## config.mk

```make
export PLATFORM = sky130hd
export DESIGN_NAME = mlp_stream_sequencer
export DESIGN_NICKNAME = d
export VERILOG_FILES = /design/src/rtl/mlp_stream_sequencer.sv
export SDC_FILE = /design/constraint.sdc
export NUM_CORES = 1
export LEC_CHECK = 0
export CORE_AREA = 2 2 231 233
export CTS_BUF_LIST = sky130_fd_sc_hd__clkbuf_8
export DETAILED_ROUTE_END_ITERATION = 6
export DIE_AREA = 0 0 233 235
export MAX_ROUTING_LAYER = met4
export PLACE_DENSITY = 0.76
export SYNTH_ARGS = -nofsm -noshare
export SYNTH_HDL_FRONTEND = slang
export SYNTH_SLANG_ARGS = --single-unit
```

## constraint.sdc

```tcl
create_clock -name clk -period 3.8 [get_ports clk]
set_clock_uncertainty 0.15 [all_clocks]
set_input_delay 0.38 -clock clk [delete_from_list [all_inputs] [get_ports clk]]
set_output_delay 0.38 -clock clk [all_outputs]
set_load 0.01 [all_outputs]
```

## src/rtl/mlp_stream_sequencer.sv

```systemverilog
// mlp_stream_sequencer
// Sequences one MLP job: first loads 2*cfg_beats kernel words into the kernel
// BRAM, then streams cfg_vectors dot products of cfg_beats activation beats
// each toward the MLP, and finally waits for one result per dot product.
//
// Ports
//   clk, reset_n                 : clock, asynchronous active-low reset
//   start, cfg_beats, cfg_vectors: job request; configuration latched on start
//   kernel_din/valid/ready       : kernel word stream (accepted in LOAD only)
//   act_data/valid/ready         : 128-bit activation beat stream (STREAM only)
//   bram_wr_addr, bram_blk_wr_addr, bram_din, bram_wren : kernel BRAM write port
//   bram_rd_addr                 : kernel BRAM read address, one cycle after a beat
//   mlp_din, mlp_din_sof/eof     : MLP input, two cycles after a beat
//   mlp_dout, mlp_dout_valid     : MLP result return (no backpressure)
//   res_data, res_valid          : registered copy of each MLP result
//   busy, done, cfg_error        : job status
module mlp_stream_sequencer #(
    parameter int DATA_WIDTH      = 64,
    parameter int BRAM_ADDR_WIDTH = 10,
    parameter int BRAM_DATA_WIDTH = 64
) (
    input  logic                         clk,
    input  logic                         reset_n,
    input  logic                         start,
    input  logic [BRAM_ADDR_WIDTH-2:0]   cfg_beats,
    input  logic [15:0]                  cfg_vectors,
    input  logic [BRAM_DATA_WIDTH-1:0]   kernel_din,
    input  logic                         kernel_valid,
    output logic                         kernel_ready,
    input  logic [127:0]                 act_data,
    input  logic                         act_valid,
    output logic                         act_ready,
    output logic [BRAM_ADDR_WIDTH-1:0]   bram_wr_addr,
    output logic [6:0]                   bram_blk_wr_addr,
    output logic [BRAM_DATA_WIDTH-1:0]   bram_din,
    output logic                         bram_wren,
    output logic [BRAM_ADDR_WIDTH-2:0]   bram_rd_addr,
    output logic [143:0]                 mlp_din,
    output logic                         mlp_din_sof,
    output logic                         mlp_din_eof,
    input  logic [DATA_WIDTH-1:0]        mlp_dout,
    input  logic                         mlp_dout_valid,
    output logic [DATA_WIDTH-1:0]        res_data,
    output logic                         res_valid,
    output logic                         busy,
    output logic                         done,
    output logic                         cfg_error
);

    localparam int BW = BRAM_ADDR_WIDTH - 1;

    localparam logic [1:0] S_IDLE   = 2'd0;
    localparam logic [1:0] S_LOAD   = 2'd1;
    localparam logic [1:0] S_STREAM = 2'd2;
    localparam logic [1:0] S_DRAIN  = 2'd3;

    logic [1:0]                 r_state;
    logic [BW-1:0]              r_cfg_beats;
    logic [15:0]                r_cfg_vectors;
    logic [BRAM_ADDR_WIDTH-1:0] r_load_cnt;
    logic [BW-1:0]              r_beat_idx;
    logic [15:0]                r_vec_issued;
    logic [15:0]                r_res_cnt;
    logic                       r_done;
    logic                       r_cfg_error;

    logic                       r_wren;
    logic [BRAM_ADDR_WIDTH-1:0] r_wr_addr;
    logic [BRAM_DATA_WIDTH-1:0] r_bram_din;

    logic                       r_s1_valid;
    logic [127:0]               r_s1_data;
    logic                       r_s1_sof;
    logic                       r_s1_eof;
    logic [BW-1:0]              r_rd_addr;
    logic [143:0]               r_mlp_din;
    logic                       r_sof;
    logic                       r_eof;

    logic [DATA_WIDTH-1:0]      r_res_data;
    logic                       r_res_valid;

    logic                       w_kernel_acc;
    logic                       w_act_ready;
    logic                       w_act_acc;
    logic                       w_beat_last;
    logic                       w_load_last;
    logic                       w_cfg_ok;

    // act_ready is a pure function of the issued count, so it falls in the
    // cycle right after the final beat of the final vector is taken.
    assign w_kernel_acc = (r_state == S_LOAD) && kernel_valid;
    assign w_act_ready  = (r_state == S_STREAM) && (r_vec_issued < r_cfg_vectors);
    assign w_act_acc    = w_act_ready && act_valid;
    assign w_beat_last  = (r_beat_idx == (r_cfg_beats - BW'(1)));
    assign w_load_last  = (r_load_cnt == ({r_cfg_beats, 1'b0} - BRAM_ADDR_WIDTH'(1)));
    assign w_cfg_ok     = (cfg_beats != '0) && (cfg_vectors != '0);

    // Job control: state, latched configuration and all job counters.
    // Results are counted only while a job is streaming or draining.
    always_ff @(posedge clk or negedge reset_n) begin
        if (!reset_n) begin
            r_state       <= S_IDLE;
            r_cfg_beats   <= '0;
            r_cfg_vectors <= '0;
            r_load_cnt    <= '0;
            r_beat_idx    <= '0;
            r_vec_issued  <= '0;
            r_res_cnt     <= '0;
            r_done        <= 1'b0;
            r_cfg_error   <= 1'b0;
        end else begin
            r_done      <= 1'b0;
            r_cfg_error <= 1'b0;
            case (r_state)
                S_IDLE: begin
                    if (start) begin
                        if (w_cfg_ok) begin
                            r_cfg_beats   <= cfg_beats;
                            r_cfg_vectors <= cfg_vectors;
                            r_load_cnt    <= '0;
                            r_beat_idx    <= '0;
                            r_vec_issued  <= '0;
                            r_res_cnt     <= '0;
                            r_state       <= S_LOAD;
                        end else begin
                            r_cfg_error <= 1'b1;
                        end
                    end
                end
                S_LOAD: begin
                    if (w_kernel_acc) begin
                        r_load_cnt <= r_load_cnt + BRAM_ADDR_WIDTH'(1);
                        if (w_load_last) begin
                            r_state <= S_STREAM;
                        end
                    end
                end
                S_STREAM: begin
                    if (w_act_acc) begin
                        if (w_beat_last) begin
                            r_beat_idx   <= '0;
                            r_vec_issued <= r_vec_issued + 16'd1;
                            if ((r_vec_issued + 16'd1) == r_cfg_vectors) begin
                                r_state <= S_DRAIN;
                            end
                        end else begin
                            r_beat_idx <= r_beat_idx + BW'(1);
                        end
                    end
                end
                default: begin
                    if (r_res_cnt == r_cfg_vectors) begin
                        r_done  <= 1'b1;
                        r_state <= S_IDLE;
                    end
                end
            endcase
            if (mlp_dout_valid && ((r_state == S_STREAM) || (r_state == S_DRAIN))) begin
                r_res_cnt <= r_res_cnt + 16'd1;
            end
        end
    end

    // Kernel BRAM write port: one registered write per accepted kernel word.
    always_ff @(posedge clk or negedge reset_n) begin
        if (!reset_n) begin
            r_wren     <= 1'b0;
            r_wr_addr  <= '0;
            r_bram_din <= '0;
        end else begin
            r_wren <= w_kernel_acc;
            if (w_kernel_acc) begin
                r_wr_addr  <= r_load_cnt;
                r_bram_din <= kernel_din;
            end
        end
    end

    // Two-stage activation pipeline. Stage 1 lines the beat up with the BRAM
    // read of its kernel word; stage 2 presents it to the MLP. Idle cycles
    // push zeros so the MLP accumulator adds nothing.
    always_ff @(posedge clk or negedge reset_n) begin
        if (!reset_n) begin
            r_s1_valid <= 1'b0;
            r_s1_data  <= '0;
            r_s1_sof   <= 1'b0;
            r_s1_eof   <= 1'b0;
            r_rd_addr  <= '0;
            r_mlp_din  <= '0;
            r_sof      <= 1'b0;
            r_eof      <= 1'b0;
        end else begin
            r_s1_valid <= w_act_acc;
            if (w_act_acc) begin
                r_s1_data <= act_data;
                r_s1_sof  <= (r_beat_idx == '0);
                r_s1_eof  <= w_beat_last;
                r_rd_addr <= r_beat_idx;
            end
            r_mlp_din <= r_s1_valid ? {16'h0, r_s1_data} : '0;
            r_sof     <= r_s1_valid && r_s1_sof;
            r_eof     <= r_s1_valid && r_s1_eof;
        end
    end

    // Result forwarding: every returned MLP word is registered, in any state.
    always_ff @(posedge clk or negedge reset_n) begin
        if (!reset_n) begin
            r_res_valid <= 1'b0;
            r_res_data  <= '0;
        end else begin
            r_res_valid <= mlp_dout_valid;
            if (mlp_dout_valid) begin
                r_res_data <= mlp_dout;
            end
        end
    end

    assign kernel_ready     = (r_state == S_LOAD);
    assign act_ready        = w_act_ready;
    assign bram_wr_addr     = r_wr_addr;
    assign bram_blk_wr_addr = 7'd0;
    assign bram_din         = r_bram_din;
    assign bram_wren        = r_wren;
    assign bram_rd_addr     = r_rd_addr;
    assign mlp_din          = r_mlp_din;
    assign mlp_din_sof      = r_sof;
    assign mlp_din_eof      = r_eof;
    assign res_data         = r_res_data;
    assign res_valid        = r_res_valid;
    assign busy             = (r_state != S_IDLE);
    assign done             = r_done;
    assign cfg_error        = r_cfg_error;

endmodule

```

==> PnR_summary.wiki <==
{| class="wikitable"
! Metric !! Value
|-
| Outcome || complete, no violations
|-
| Count of warnings emitted by yosys || 0
|-
| Worst Reg2Reg Path Length in Cells || 10
|-
| Category of the worst setup path launch point || register
|-
| Class of the tightest hold or removal check || input port to register
|-
| Leakage power total || 0.0128 µW
|-
| Number of enable-type register cells in the synthesized netlist || 0
|-
| Power per cell area || 405 nW/µm²
|-
| Most common cell after layout, fill and taps aside || sky130_fd_sc_hd__clkdlybuf4s50_1
|-
| Wirelength, routed || 55,800 µm
|-
| CP peak stage delay || about 0.53 ns
|-
| Predominant post-synthesis flop cell || sky130_fd_sc_hd__dfrtp_1
|-
| Global-route congestion overflow total || 0
|-
| Source of the worst register-to-register timing path || r_cfg_vectors[14]$_DFFE_PN0P_
|-
| CTS Hold Buffers Added || 1
|-
| Highest clock frequency the design can meet || 0.285 GHz
|-
| Number of I/O pins || between 500 and 600
|-
| Share of post-route cells with drive strength above 1 || 0.211
|-
| Minimum clock period || 3.51 ns
|-
| Maximum buffer depth of the clock tree || 3
|-
| Core Util, Final || 0.541
|-
| Number of levels the H-tree was split into || 3
|-
| Register-to-register setup slack || 0.29 ns
|-
| Root buffer cell || sky130_fd_sc_hd__clkbuf_8
|-
| Buffers added on ports || 570
|-
| Share of the cycle needed by the critical path after routing || 0.923
|-
| Least-Margin Pin Slew || 0.858 ns
|-
| Count of cells along the worst hold path || 1
|-
| Initial antenna violation count || 3
|-
| Worst reg2reg path endpoint || r_beat_idx[3]$_DFFE_PN0P_
|-
| Slowest stage cell on the critical path || sky130_fd_sc_hd__buf_4
|-
| Data arrival time of the critical path || ~3.9 ns
|-
| Accumulated negative setup slack || 0 ns
|-
| Placer's final routability congestion estimate || around 0.9
|-
| # rows || 84
|-
| Worst-Skew Late Latency || 0.67 ns
|-
| Number of nets still failing antenna checks after routing || 0
|-
| Clock Pin Slew Worst Setup and Hold Paths || around 0.060 ns
|-
| Final max-slew violation count || 0
|-
| Placed wire-length estimate after detailed placement || between 40,000 and 50,000 µm
|-
| Post-CTS setup repair buffer count || 0
|-
| Peak VDD IR || 0.000300 V
|-
| Setup Crit Path Kind || register to register
|-
| Clock tree from TritonCTS || done
|-
| HP Start || mlp_dout_valid
|-
| Final net count || 2,429
|-
| Number of global-route vias before repair || 15,200
|-
| Maximum capacitance violations || 0
|-
| Required time of the critical path || 4.18 ns
|-
| Post-synthesis to final-layout area growth || 40.6%
|-
| Number of buffers inserted during clock tree synthesis || 85
|-
| Remaining routing DRC violations || 0
|-
| Routed wire length per instance || 19.5 µm
|-
| Via Count || about 14,000
|-
| Worst slew margin || 0.428
|-
| Clock sink count || 490
|-
| Family with the most delay on the worst path || compound AO/OA/AOI/OAI gates
|-
| Vias per inst || 4.91
|-
| Mean Syn Cell Area || 13.3 µm²
|-
| Sequence of cells on the critical path || inv_1 > ha_1 > a21o_1 > a2111oi_0 > and3_1 > nand2_1 > inv_6 > buf_4 > nand4_1 > o31ai_1
|-
| Share of the yosys chip area belonging to registers || 0.611
|-
| Async set or reset register ratio after synthesis || 1.00
|-
| Width of the die || 233 µm
|-
| Total buffers and inverters traversed by the critical path || 3
|-
| Tot GR Track Use || 0.209
|-
| DRC violation total after the first TritonRoute iteration || 927
|-
| Setup violations, final || 0
|-
| Post-synthesis instance total || 1,507
|-
| Starting density of the core || 0.384
|-
| Vertical extent of the die || 235 µm
|-
| Resized cells post-CTS || 0
|-
| Setup repair after global routing missed its margin || no
|-
| Pin count of the biggest net entering global routing || 97
|-
| Post-synthesis instance area || between 20,000 and 25,000 µm²
|-
| Number of library cell types mapped by synthesis || 65
|-
| Hold violation total from the final report || 0
|-
| Most frequent cells in the layout || sky130_fd_sc_hd__clkdlybuf4s50_1, sky130_fd_sc_hd__dfrtp_1, sky130_fd_sc_hd__mux2_2
|-
| Die Footprint || 54,800 µm²
|-
| Worst setup EP type || register
|-
| Worst-case hold path end point || res_valid$_DFF_PN0_
|-
| Core ar. || about 52,000 µm²
|-
| Global-route wire length before repair || between 80,000 and 90,000 µm
|-
| Flip-flop and latch count after synthesis || 490
|-
| Number of search-and-repair iterations in the first detailed-routing pass || 5
|-
| Worst-path fanout max || 48
|}
[layout make-up]
cell class                      count  area, µm²
Inverter                           36        140
Multi-Input combinational cell    904       7280
Sequential cell                   490      12300
Clock inverter                     47        300
Clock buffer                      101       1390
Tap cell                          688        861
Antenna cell                        3       7.51
Timing Repair Buffer              598       5990
Fill cell                        4343      24000
[report_power, final]
group          switching, µW  internal, µW  total, µW
clock network           2150          2560       4710
logic                    452           722       1170
registers                145          5410       5560
[worst max-delay path by stage]
stage / start / cells after the start / to / slack, ns
finish: r_cfg_vectors[14]$_DFFE_PN0P_ / 10 / r_beat_idx[3]$_DFFE_PN0P_ / 0.29
floorplan: r_cfg_vectors[14]$_DFFE_PN0P_ / 11 / r_state[1]$_DFFE_PN0P_ / 0.78
CTS: r_cfg_vectors[14]$_DFFE_PN0P_ / 10 / r_beat_idx[3]$_DFFE_PN0P_ / 0.25
detailed placement: r_cfg_vectors[14]$_DFFE_PN0P_ / 10 / r_beat_idx[3]$_DFFE_PN0P_ / 0.28
global route: r_cfg_vectors[14]$_DFFE_PN0P_ / 10 / r_beat_idx[3]$_DFFE_PN0P_ / 0.01
global placement: r_cfg_vectors[14]$_DFFE_PN0P_ / 12 / r_vec_issued[13]$_DFFE_PN0P_ / 0.48
[metal layers]
metal | global-route usage | wire length (µm) | up-vias
met1 | 0.232 | 21200 | 6987
met3 | 0.0795 | 5180 | 132
met2 | 0.338 | 27500 | 559
met5 | - | 0 | -
met4 | 0.0853 | 2000 | 0
li1 | - | - | 6403
[cells in the mapped netlist (all sizes together) (2+ instances only)]
master / number / area share
dfrtp: 490 / 0.61
nand2: 53 / 0.010
a41oi: 2 / 0.00087
xor2: 14 / 0.0061
a2111oi: 3 / 0.0016
ha: 27 / 0.017
o31ai: 7 / 0.0029
nor4: 13 / 0.0051
xnor2: 52 / 0.023
mux2: 299 / 0.17
a21o: 4 / 0.0015
o21a: 3 / 0.0011
or4: 2 / 0.00075
nand4: 22 / 0.0069
or3: 6 / 0.0019
and4: 2 / 0.00087
nor3: 16 / 0.0040
o21bai: 2 / 0.00075
a22o: 5 / 0.0022
inv: 36 / 0.0067
nand3: 34 / 0.0085
o211ai: 6 / 0.0029
o21ai: 60 / 0.015
mux2i: 4 / 0.0020
nor3b: 2 / 0.00075
a2111o: 3 / 0.0017
nor2: 32 / 0.0060
buf: 50 / 0.015
nor2b: 4 / 0.0012
a21oi: 27 / 0.0069
a31oi: 4 / 0.0012
and2: 134 / 0.042
nor4b: 4 / 0.0027
and3: 18 / 0.0056
nand2b: 4 / 0.0012
clkbuf: 49 / 0.0092
[registers in the layout (all words and copies together), names as in the netlist, 2 cells and up]
signal,flops
r_res_cnt,16
mlp_din,128
r_cfg_beats,9
r_beat_idx,9
r_vec_issued,16
r_state,2
bram_wr_addr,10
r_cfg_vectors,16
bram_rd_addr,9
r_s1_data,128
res_data,64
bram_din,64
r_load_cnt,10
[metrics by stage]
stage	area, µm²	hold slack, ns	total power [µW]	setup slack [ns]	instances
final	28200	0.0639	11400	0.294	2867
after global routing	28200	0.0404	12000	0.0111	2867
after CTS	28200	0.0192	11600	0.246	2864
after detailed placement	26500	0.317	6830	0.282	2715
after global placement	26500	0.311	6790	0.476	2715
after floorplan	20200	-0.0656	5990	0.775	1529
[worst reg2reg max path, stage by stage (launching register included)]
cell,delay (ns)
sky130_fd_sc_hd__dfrtp_1,0.42
sky130_fd_sc_hd__inv_1,0.07
sky130_fd_sc_hd__ha_1,0.33
sky130_fd_sc_hd__a21o_1,0.18
sky130_fd_sc_hd__a2111oi_0,0.43
sky130_fd_sc_hd__and3_1,0.25
sky130_fd_sc_hd__nand2_1,0.21
sky130_fd_sc_hd__inv_6,0.15
sky130_fd_sc_hd__buf_4,0.53
sky130_fd_sc_hd__nand4_1,0.36
sky130_fd_sc_hd__o31ai_1,0.31
[cells by family (layout without fill, tap and decap cells)]
kind of cell	count (synthesis)	count (layout)	synth area share
DFF	490	490	0.611
and+or+nand+nor	351	351	0.100
muxes	303	303	0.170
buffers and inverters	135	782	0.0312
AOI/OAI and AO/OA	134	134	0.0425
xor gates and xnor gates	66	66	0.0288
adders and majority gates	27	27	0.0168
other	1	26	0.000187
Power figures use the tool's default switching activity.
